===== src/rtl/stack_arb_pkg.sv =====
// Shared types and constants for the two-requester operand-stack arbiter.
package stack_arb_pkg;

  typedef enum logic [1:0] {
    IDLE     = 2'd0,
    POP_WAIT = 2'd1,
    POP_RESP = 2'd2
  } state_e;

  localparam logic OP_PUSH = 1'b0;
  localparam logic OP_POP  = 1'b1;

  localparam logic REQ_A = 1'b0;
  localparam logic REQ_B = 1'b1;

endpackage


===== src/rtl/rr_arbiter2.sv =====
// Two-input round-robin arbiter; one-hot grant, pointer remembers the last winner.
module rr_arbiter2
  import stack_arb_pkg::*;
(
  input  logic       clk,
  input  logic       reset,
  input  logic       en_i,
  input  logic [1:0] req_i,
  output logic [1:0] gnt_o
);

  logic last_q, last_d;

  always_comb begin
    gnt_o = 2'b00;
    if (en_i) begin
      if (req_i[0] && req_i[1]) begin
        gnt_o = (last_q == REQ_B) ? 2'b01 : 2'b10;
      end else begin
        gnt_o = req_i;
      end
    end
  end

  always_comb begin
    last_d = last_q;
    if (gnt_o[0]) last_d = REQ_A;
    if (gnt_o[1]) last_d = REQ_B;
  end

  always_ff @(posedge clk or negedge reset) begin
    if (!reset) last_q <= REQ_B;
    else        last_q <= last_d;
  end

endmodule


===== src/rtl/stack_arbiter.sv =====
// Arbitrates push/pop access to one operand stack between requesters A and B.
// Owns occupancy, rejects overflow/underflow, returns pop data two cycles after grant.
module stack_arbiter
  import stack_arb_pkg::*;
#(
  parameter int WIDTH = 8,
  parameter int DEPTH = 256,
  parameter int N     = 8
) (
  input  logic             clk,
  input  logic             reset,
  input  logic             a_req,
  input  logic             a_op,
  input  logic [WIDTH-1:0] a_wdata,
  input  logic             b_req,
  input  logic             b_op,
  input  logic [WIDTH-1:0] b_wdata,
  output logic             a_gnt,
  output logic             b_gnt,
  output logic             a_err,
  output logic             b_err,
  output logic             a_rvalid,
  output logic             b_rvalid,
  output logic [WIDTH-1:0] rdata,
  output logic             stk_push,
  output logic             stk_pop,
  output logic [WIDTH-1:0] stk_din,
  input  logic [WIDTH-1:0] stk_dout,
  output logic [N:0]       count,
  output logic             empty,
  output logic             full
);

  localparam logic [N:0] DEPTH_C = (N+1)'(DEPTH);

  state_e           state_q, state_d;
  logic [N:0]       count_q, count_d;
  logic [WIDTH-1:0] rdata_q, rdata_d;
  logic             owner_q, owner_d;

  logic [1:0]       gnt;
  logic             any_gnt, sel_op, do_push, do_pop, rej;
  logic [WIDTH-1:0] sel_wdata;

  rr_arbiter2 u_arb (
    .clk   (clk),
    .reset (reset),
    .en_i  (state_q == IDLE),
    .req_i ({b_req, a_req}),
    .gnt_o (gnt)
  );

  assign any_gnt   = |gnt;
  assign sel_op    = gnt[1] ? b_op    : a_op;
  assign sel_wdata = gnt[1] ? b_wdata : a_wdata;

  assign empty = (count_q == '0);
  assign full  = (count_q == DEPTH_C);

  // Guards use the pre-edge count, so a rejected op never touches the stack.
  assign do_push = any_gnt && (sel_op == OP_PUSH) && !full;
  assign do_pop  = any_gnt && (sel_op == OP_POP)  && !empty;
  assign rej     = any_gnt && !do_push && !do_pop;

  assign a_gnt    = gnt[0];
  assign b_gnt    = gnt[1];
  assign a_err    = gnt[0] && rej;
  assign b_err    = gnt[1] && rej;
  assign stk_push = do_push;
  assign stk_pop  = do_pop;
  assign stk_din  = do_push ? sel_wdata : '0;

  assign a_rvalid = (state_q == POP_RESP) && (owner_q == REQ_A);
  assign b_rvalid = (state_q == POP_RESP) && (owner_q == REQ_B);
  assign rdata    = rdata_q;
  assign count    = count_q;

  always_comb begin
    state_d = state_q;
    count_d = count_q;
    rdata_d = rdata_q;
    owner_d = owner_q;
    unique case (state_q)
      IDLE: begin
        if (do_push) count_d = count_q + 1'b1;
        if (do_pop) begin
          count_d = count_q - 1'b1;
          owner_d = gnt[1] ? REQ_B : REQ_A;
          state_d = POP_WAIT;
        end
      end
      POP_WAIT: begin
        rdata_d = stk_dout;
        state_d = POP_RESP;
      end
      POP_RESP: state_d = IDLE;
      default:  state_d = IDLE;
    endcase
  end

  always_ff @(posedge clk or negedge reset) begin
    if (!reset) begin
      state_q <= IDLE;
      count_q <= '0;
      rdata_q <= '0;
      owner_q <= REQ_A;
    end else begin
      state_q <= state_d;
      count_q <= count_d;
      rdata_q <= rdata_d;
      owner_q <= owner_d;
    end
  end

endmodule


===== config.mk =====
export PLATFORM = sky130hd
export DESIGN_NAME = stack_arbiter
export DESIGN_NICKNAME = d
export VERILOG_FILES = /design/src/rtl/stack_arb_pkg.sv /design/src/rtl/rr_arbiter2.sv /design/src/rtl/stack_arbiter.sv
export SDC_FILE = /design/constraint.sdc
export NUM_CORES = 1
export LEC_CHECK = 0
export CAP_MARGIN = 0
export CORE_UTILIZATION = 25
export DETAILED_ROUTE_END_ITERATION = 8
export PLACE_DENSITY = 0.57
export RECOVER_POWER = 100
export SETUP_SLACK_MARGIN = 0.15
export SYNTH_ARGS = -nofsm -noshare
export SYNTH_HDL_FRONTEND = slang
export SYNTH_SLANG_ARGS = --single-unit
export TNS_END_PERCENT = 20

===== constraint.sdc =====
create_clock -name clk -period 3.25 [get_ports clk]
set_input_delay 0.65 -clock clk [delete_from_list [all_inputs] [get_ports clk]]
set_output_delay 0.65 -clock clk [all_outputs]
set_load 0.02 [all_outputs]

==> impl_metrics.csv, run 1 <==
group,metric,value,unit
detailed_routing,firstDrtPassIters,4,
grt,grt-ovfl-total,0,
clock_tree,clock_path_buffers,2,
clock_tree,tritoncts,"done",
clock_tree,clk_latency,260,ps
worst_setup_path,path_cells,"clkdlybuf4s50_1, a21bo_2, buf_4, o2111ai_1, clkbuf_2, inv_1, clkdlybuf4s25_1",
worst_setup_path,required,2600,ps
floorplan,die_w,76.8,µm
timing,fin_skew,1.56,ps
layout,n_antenna_cell,0,
grt,antenna_found_initial,0,
timing,worst_slack,205,ps
layout,nNetsFinal,281,
floorplan,die_area,5900,µm²
status,status,"completed",
floorplan,ios,65,
detailed_routing,wl_per_cell,12.8,µm
worst_setup_path,cp.depth,7,
floorplan,die_y,76.8,µm
power_and_ir_drop,p_per_area,1020,nW/µm²
clock_tree,cts-root-buf,"clkbuf_8",
worst_setup_path,setup.worst_path.end_class,"output pin",
yosys,yosys_warnings,0,
yosys,ys_seq_area_frac,0.376,
yosys,synthArstFlopShare,1.00,
min_path,hold_class,"reg2reg",
worst_setup_path,crit_path_start_kind,"input port",
power_and_ir_drop,p_leak,1.07,nW
grt,grt.total_usage,0.136,
worst_setup_path,cp_max_fo,9,
yosys,netlist_area,1400,µm²
placement,hpwl,2.91,mm
clock_tree,h-tree-depth,1,
timing,min_period_over_period,0.937,
placement,numPortBuffers,64,
worst_setup_path,crit_family,"buffers and inverters",
detailed_routing,drtAntennaViolNets,0,
detailed_routing,wirelength,3.99,mm
worst_setup_path,crit_type,"in2out",
timing,maxSlewHeadroom,0.192,
power_and_ir_drop,report.power.total,2.46,mW
floorplan,start_util,0.267,
detailed_routing,vias_per_cell,4.63,
clock_tree,cts_hold_buf,0,
floorplan,core-area,5240,µm²
yosys,synthFlopType,"dfrtp_1",
worst_setup_path,arrival,2400,ps
yosys,synth.avg_cell_area,9.72,µm²
detailed_routing,vias,1446,
clock_tree,numCtsBuffers,3,
detailed_routing,drcViolationCount,0,
timing,fmax,0.328,GHz
placement,place_ws,-240,ps
yosys,syn_inst,144,
timing,fin_crit,3050,ps
yosys,synth.distinct_cells,43,
grt,grt_pass1_vias,1446,
yosys,synth_fp_nets,182,
min_path,holdPathStages,2,
timing,tightestPinTransition,1210,ps
timing,finalHoldViolations,0,
job,maxCapViolCount,0,
worst_setup_path,cp_slowest_cell,"clkdlybuf4s50_1",
grt,grt_pass1_wl,6.69,mm
power_and_ir_drop,irDropWorstVdd,0.588,mV
worst_setup_path,cp.buffers_inverters,5,
timing,tns,0,ps
floorplan,row_count,26,
timing,rsz0062_at_grt,"no",
worst_setup_path,max_stage_delay,520,ps
layout,syn2layout_area_growth,71.9,%
layout,drive_above_1_share,0.277,
detailed_routing,drtIter0Drc,42,
timing,final-max-slew-violation-count,0,
yosys,synth_edf_count,0,
yosys,ys_ff_latch,21,
layout,fin_util,0.460,
timing,finalSetupViolations,0,
clock_tree,clock-sinks,21,
placement,place_congestion,0.776,
clock_tree,cts.reportedPaths.clkPinSlew,80,ps
grt,grt_max_degree,22,
worst_setup_path,ff2ff_path_depth,11,
-- sequential cells by signal, summed over array words and instances (netlist names) --
name          flops
rdata             8
state_q           2
count             9
owner_q           1
u_arb.last_q      1
-- cell usage after synthesis, drive strengths merged (2+ instances only) --
library cell | count | share of area
xnor2 | 4 | 0.025
nor3 | 3 | 0.011
a21oi | 14 | 0.050
inv | 4 | 0.011
nand3 | 2 | 0.011
o21ai | 2 | 0.0071
mux2 | 15 | 0.12
buf | 2 | 0.012
and2 | 2 | 0.0089
dfrtp | 20 | 0.36
o31ai | 3 | 0.026
nor2 | 8 | 0.021
o21a | 4 | 0.021
ha | 7 | 0.063
xor2 | 3 | 0.019
o211ai | 2 | 0.011
nand2 | 22 | 0.059
nor4 | 3 | 0.013
a211oi | 3 | 0.020
clkbuf | 2 | 0.0054
a21o | 3 | 0.016
-- power by group --
group          total (mW)  switching (mW)  leakage [nW]  internal, mW
Clock               0.177          0.0915        0.0255        0.0856
Combinational        1.77           0.854         0.793         0.917
Sequential          0.511           0.109         0.248         0.402
Total                2.46            1.05          1.07          1.41
-- what timing repair did --
| item | CTS | global route |
|---|---|---|
| pin swaps | 3 | 4 |
| buffers inserted | 1 | 1 |
| resized for setup | 43 | 13 |
| endpoints found under the setup margin | 17 | 16 |
-- cells by family after synthesis --
logic type	count (synthesis)	share of synthesized area
simple gates	44	0.145
compound gates	39	0.200
flops	21	0.376
mux	16	0.128
buf+inv	9	0.0304
fa+ha+maj	8	0.0769
xor+xnor	7	0.0438
-- metrics by stage --
step / area, µm² / std cells / hold slack [ps]
final: 2410 / 312 / 498
after CTS: 2380 / 311 / 488
after detailed placement: 2360 / 306 / 475
after global routing: 2410 / 312 / 516
after global placement: 2360 / 306 / 475
after floorplan: 1410 / 144 / 354
-- layout by cell type, fill, tap and decap left out, types with 4 or more instances in the layout --
master	Yosys	layout
clkbuf_1	2	11
o21a_1	4	4
clkdlybuf4s50_1	0	28
inv_1	4	4
nor2_1	8	8
buf_4	0	27
mux2_2	15	15
ha_1	7	4
a21oi_1	14	13
xnor2_1	4	4
dfrtp_1	20	20
nand2_1	22	22
dlygate4sd3_1	0	22
-- final timing paths --
check / start / end / slack [ps]
max in group asynchronous: reset / rdata[6] / 1380
max: b_req / stk_push / 200
min reg2reg: u_arb.last_q / u_arb.last_q / 500
min: u_arb.last_q / u_arb.last_q / 500
max reg2reg: count[5] / count[5] / 350
min in group asynchronous: reset / rdata[7] / 1160
-- metal layers --
metal  GRT usage  vias up  wire length, µm  share of wire
li1            -      716                -              -
met2       0.215       43             1790           0.45
met4      0.0250        0               25         0.0063
met3      0.0298        3              240          0.060
met5           0        -                0              0
met1       0.191      684             1940           0.49
-- layout make-up --
type / count / area (µm²)
multi-input cells: 114 / 901
fillers: 503 / 2830
repair buffers: 98 / 827
well taps: 70 / 87.6
inverters: 5 / 18.8
clock buffers: 3 / 41.3
clock inverters: 1 / 5.00
flip-flops and latches: 21 / 527
-- worst min-delay path, stage by stage, from the launching register on --
cell and delay, ps:
dfstp_2 400, nand2_1 50, nand2_1 50
Note: power is estimated with default switching activity, not from simulation.
==> run 2, diff against run 1 <==
--- a/config.mk
+++ b/config.mk
@@ -8,6 +8,7 @@
 export CAP_MARGIN = 0
 export CORE_UTILIZATION = 25
 export DETAILED_ROUTE_END_ITERATION = 8
+export HOLD_SLACK_MARGIN = 0.12
 export PLACE_DENSITY = 0.57
 export RECOVER_POWER = 100
 export SETUP_SLACK_MARGIN = 0.15
==> results of run 2 <==
The final DEF is identical to that of run 1; final timing and power are the same.
==> edit 1, RTL diff (config.mk and constraints of run 2) <==
Register the outputs `a_err` and `b_err`, without a reset; this adds one clock of latency there. The other outputs are not delayed to match.
--- a/src/rtl/stack_arbiter.sv
+++ b/src/rtl/stack_arbiter.sv
@@ -64,8 +64,10 @@
 
   assign a_gnt    = gnt[0];
   assign b_gnt    = gnt[1];
-  assign a_err    = gnt[0] && rej;
-  assign b_err    = gnt[1] && rej;
+  always_ff @(posedge clk) begin
+    a_err <= gnt[0] && rej;
+    b_err <= gnt[1] && rej;
+  end
   assign stk_push = do_push;
   assign stk_pop  = do_pop;
   assign stk_din  = do_push ? sel_wdata : '0;
Check against the original RTL: not equivalent (Yosys sat finds a counterexample within 4 cycles, from zero or initial values and one cycle with reset low).
==> edit 1 against run 2 <==
Setup slack better by 0.012 ns; clock skew grew 0.0084 ns; fmax grew 0.39%; synthesized cell count rose by 1.4%; routed wire length grew 3.5%; design area up 2.8%; sequential cell count grew 2; die area grew 2.8%; combinational power about the same; non-clock buffer count is 5 lower; power rose by 2.0%; largest power group unchanged; clock power up 3%; area after synthesis increased by 2.9%.
==> edit 1: results (changes against run 2) <==
| Metric | Value |
|---|---|
| First-pass GRT wire length | `6580 µm (-1.6%)` |
| Synth top area cells | `dfrtp_1 35%, mux2_2 12%, ha_1 6.1%` |
| Vias in the first global route | `1434 (-0.83%)` |
| Worst stage delay on the critical path | `0.46 ns (-0.06 ns)` |
| Synth cell types | `44 (+2.3%)` |
| Flip-flop count of the largest register after layout | `9 (unchanged)` |
| DRT iter0 DRCs | `37 (-12%)` |
| Static leakage | `1.09 nW (+2.0%)` |
| Final WL | `4130 µm (+3.5%)` |
| Worst Max-Slew Pin Slew | `1.17 ns (-0.0400 ns)` |
| Sequential-to-total area share from yosys stat | `0.394 (+0.0173)` |
| Nets@finish | `278 (-1.1%)` |
| Crit-path max FO | `8 (-1)` |
| Setup WS pre-CTS | `-0.242 ns (-0.00141 ns)` |
| DP HPWL | `3010 µm (+3.1%)` |
| Layout cells sized above 1 | `0.276 (-0.000709)` |
| Peak supply drop | `0.503 mV (-14%)` |
| Fill cell count | `558 (+11%)` |
| Status | `completed` |
| Clock Skews | `0.00998 ns (+0.00842 ns)` |
| CP arrival | `3.21 ns (+0.81 ns)` |
| Vias per inst | `4.69 (+1.3%)` |
| Syn nets | `184 (+1.1%)` |
| Cts bufs inserted | `3 (unchanged)` |
| CP delay by family, top | `compound AO/OA/AOI/OAI gates` |
| Tot GR Track Use | `0.135 (-0.000975)` |
| GP Congestion | `0.830 (+7.1%)` |
| Worst Hold Class | `flip-flop to flip-flop` |
| Setup Fix Bufs, Post-CTS | `0 (-1)` |
edit 1: changes by cell type after synthesis, sizes merged:
cell / before / now
dfxtp: 0 / 2
edit 1: kinds of logic (layout without fill, tap and decap cells):
family / Yosys count / count (layout) / synth area share
compound gates: 39 / 39 / 0.195
xor+xnor: 7 / 7 / 0.0426
fa+ha+maj: 8 / 8 / 0.0747
buf+inv: 9 / 102 / 0.0295
flops: 23 / 23 / 0.394
mux: 16 / 16 / 0.124
simple gates: 44 / 44 / 0.141
edit 1: final timing paths:
check | from | to | slack (ns) | depth (start not counted)
max | b_req | count[8] | 0.22 | 11
min | u_arb.last_q | u_arb.last_q | 0.50 | 2
max reg2reg | count[1] | count[8] | 0.43 | 11
min reg2reg | u_arb.last_q | u_arb.last_q | 0.50 | 2
max in group asynchronous | reset | count[7] | 1.42 | 2
min in group asynchronous | reset | rdata[3] | 1.12 | 2
edit 1: per-layer routing:
layer  part of all wire  global-route usage  up-vias
met5                  0                   0        -
met4             0.0087              0.0333        0
met3              0.098              0.0565        4
met2               0.47               0.232       58
met1               0.42               0.156      681
li1                   -                   -      717
edit 1: cell type report:
cell class	count	area share
inverter	5	0.00758
timing repair buffer	93	0.338
multi-input combinational	114	0.371
clock buffer	3	0.0167
clock inverter	1	0.00202
sequential	23	0.229
tap	72	0.0364
edit 1: through the flow:
stage | util | cell area [µm²] | hold WS (ns) | power (mW) | std cells
after floorplan | - | 1450 | 0.354 | 1.54 | 146
after global placement | 0.432 | 2390 | 0.469 | 2.28 | 307
after detailed placement | 0.432 | 2390 | 0.475 | 2.29 | 307
after CTS | 0.441 | 2440 | 0.488 | 2.50 | 311
after global routing | 0.447 | 2470 | 0.514 | 2.72 | 311
final | 0.447 | 2470 | 0.497 | 2.51 | 311
edit 1: report_power, final:
group          internal [mW]  switching [mW]  leakage (nW)
Clock                 0.0857          0.0977        0.0255
Sequential             0.430           0.126         0.264
Combinational          0.920           0.849         0.797
edit 1: worst min-delay path, cell delays in order, from the launching register on:
cell and delay [ns]:
dfstp_2 0.40, nand2_1 0.05, nand2_1 0.05
edit 1: what timing repair did:
item / in CTS / in global routing
resized for setup: 36 / 14
setup endpoints to repair: 15 / 16
hold buffers: 0 / 0
pin swaps: 5 / 7
==> edit 2, RTL diff (flow settings as in run 2) <==
Without the edit above. Set the parameter `N` to 16 (it was 8).
--- a/src/rtl/stack_arbiter.sv
+++ b/src/rtl/stack_arbiter.sv
@@ -5,7 +5,7 @@
 #(
   parameter int WIDTH = 8,
   parameter int DEPTH = 256,
-  parameter int N     = 8
+  parameter int N     = 16
 ) (
   input  logic             clk,
   input  logic             reset,
Ports: changed (resized count); port bits go from 65 to 73. No check against the original RTL was run, so the function may have changed too.
==> edit 2 against run 2 <==
The run now ends with max-capacitance violations, max-slew violations left; power grew 37%; area after synthesis is 44% higher; largest cell class unchanged; sequential cell count rose by 8; setup slack gained 0.069 ns; design area up 44%; fmax up 2.3%; largest power group unchanged; routed wire length rose by 49%; synthesized cell count up 61%.
==> edit 2: results (changes against run 2) <==
| Metric | Value |
|---|---|
| Pin count of the biggest net entering global routing | `30 (+36%)` |
| Static leakage | `1.59 nW (+49%)` |
| Synth top area cells | `dfrtp_1 35%, ha_1 9.3%, nand2_1 8.2%` |
| Clk_lat worst skew | `0.29 ns (+0.03 ns)` |
| First-pass GRT wire length | `10000 µm (+50%)` |
| Status | `finished with violations` |
| Setup WS pre-CTS | `-0.382 ns (-0.141 ns)` |
| Port bufs | `72 (+13%)` |
| R2r startpoint | `count[7]` |
| N_diodes | `0 (unchanged)` |
| Failing checks | `max-capacitance violations, max-slew violations` |
| Cts bufs inserted | `5 (+2)` |
| Synth top cells by count | `44 x nand2_1, 28 x dfrtp_1, 25 x a21oi_1` |
| Max Buffers Root-to-Sink | `2 (unchanged)` |
| Slew Limit Fails | `30 (+30)` |
| Max-cap violations | `1 (+1)` |
| Crit-path max FO | `11 (+2)` |
| Flip-flop count of the largest register after layout | `17 (+8)` |
| Clock Skews | `0.00795 ns (+0.00639 ns)` |
| Fill cell count | `785 (+56%)` |
| Final WL | `5930 µm (+49%)` |
| Setup TNS | `0 ns (unchanged)` |
| Synth Area per Inst | `8.72 µm² (-10%)` |
| Dpl cell area | `3300 µm² (+40%)` |
| GP Congestion | `0.824 (+6.2%)` |
| Vias in the first global route | `2103 (+45%)` |
| DRT iter0 DRCs | `64 (+52%)` |
| Nets@finish | `407 (+45%)` |
| Sequential-to-total area share from yosys stat | `0.360 (-0.0167)` |
| Compound-Gate Fraction of Synth Area | `0.183 (-0.0170)` |
| R2R depth | `13 (+2)` |
| Peak supply drop | `0.323 mV (-45%)` |
| Post-Synth Adder-Cell Area | `0.103 (+0.0259)` |
| Multiplexer share of the synthesized area | `0.0743 (-0.0535)` |
| Worst-path clk slew | `0.07 ns` |
| Dominant synthesized flop cell | `dfrtp_1` |
| Vias per inst | `4.56 (-1.6%)` |
| R2r setup slk | `0.27 ns (-0.08 ns)` |
| Tot GR Track Use | `0.149 (+0.0126)` |
| Syn nets | `278 (+53%)` |
| DP HPWL | `4530 µm (+55%)` |
| Switch share | `0.442 (+0.0137)` |
| CP arrival | `3.15 ns (+0.75 ns)` |
| Layout cells sized above 1 | `0.276 (-0.000616)` |
| Worst r2r dst | `count[15]` |
| Post-Synth XOR/XNOR Area | `0.0693 (+0.0255)` |
| WL per Instance | `12.8 µm (-0.11%)` |
| Hold Slack | `0.496 ns (-0.00155 ns)` |
| Placed Cells | `450 (+47%)` |
| Hold Path Origin | `u_arb.last_q` |
| H-tree levels | `2 (+1)` |
| Worst Max-Slew Pin Slew | `1.57 ns (+0.355 ns)` |
-- edit 2: timing repair --
| item | in CTS | in global routing |
|---|---|---|
| setup buffers | 0 | 5 |
| gates resized for setup | 48 | 17 |
| setup endpoints to repair | 21 | 22 |
| gates cloned | 1 | 0 |
| hold buffers | 0 | 0 |
| pin swaps | 2 | 8 |
-- edit 2: worst max-delay path by stage --
stage               slack (ns)    endpoint       start  cells past startpoint
floorplan                 0.01   count[13]       a_req                     13
global placement         -0.35  stk_din[2]       a_req                      8
detailed placement       -0.38  stk_din[3]       a_req                      8
CTS                       0.09    count[9]       b_req                     14
global route              0.08   count[15]  state_q[1]                     14
finish                    0.27   count[15]    count[7]                     13
-- edit 2: layout make-up --
type                    instances  area [µm²]  area share
multi-input cells             188        1390       0.402
repair buffers                129        1090       0.316
inverters                       8        31.3     0.00905
well taps                     102         128      0.0369
clock inverters                 3        17.5     0.00507
flip-flops and latches         29         727       0.210
clock buffers                   5        68.8      0.0199
-- edit 2: critical path, cell delays in order, from the launching register on --
cell and delay, ns:
dfrtp_1 0.44, nor4_4 0.32, nand4_1 0.17, nor2_2 0.20, nor3_4 0.08, buf_6 0.17
ha_1 0.33, a21oi_1 0.22, buf_4 0.15, o21ai_0 0.08, a41oi_1 0.30, o41ai_4 0.15
xnor2_1 0.19, o21ai_1 0.07
-- edit 2: power by group through the flow --
stage               Clock (mW)  Sequential [mW]  Combinational, mW
floorplan                    0            0.886               1.10
global placement             0            0.714               2.29
detailed placement           0            0.716               2.31
CTS                      0.312            0.713               2.32
global route             0.330            0.746               2.60
finish                   0.305            0.720               2.35
-- edit 2: per-layer routing --
metal,global-route usage,up-vias,part of all wire
met1,0.193,961,0.47
met5,0,-,0
met4,0.0469,0,0.013
met3,0.0340,8,0.061
li1,-,1081,-
met2,0.246,66,0.46
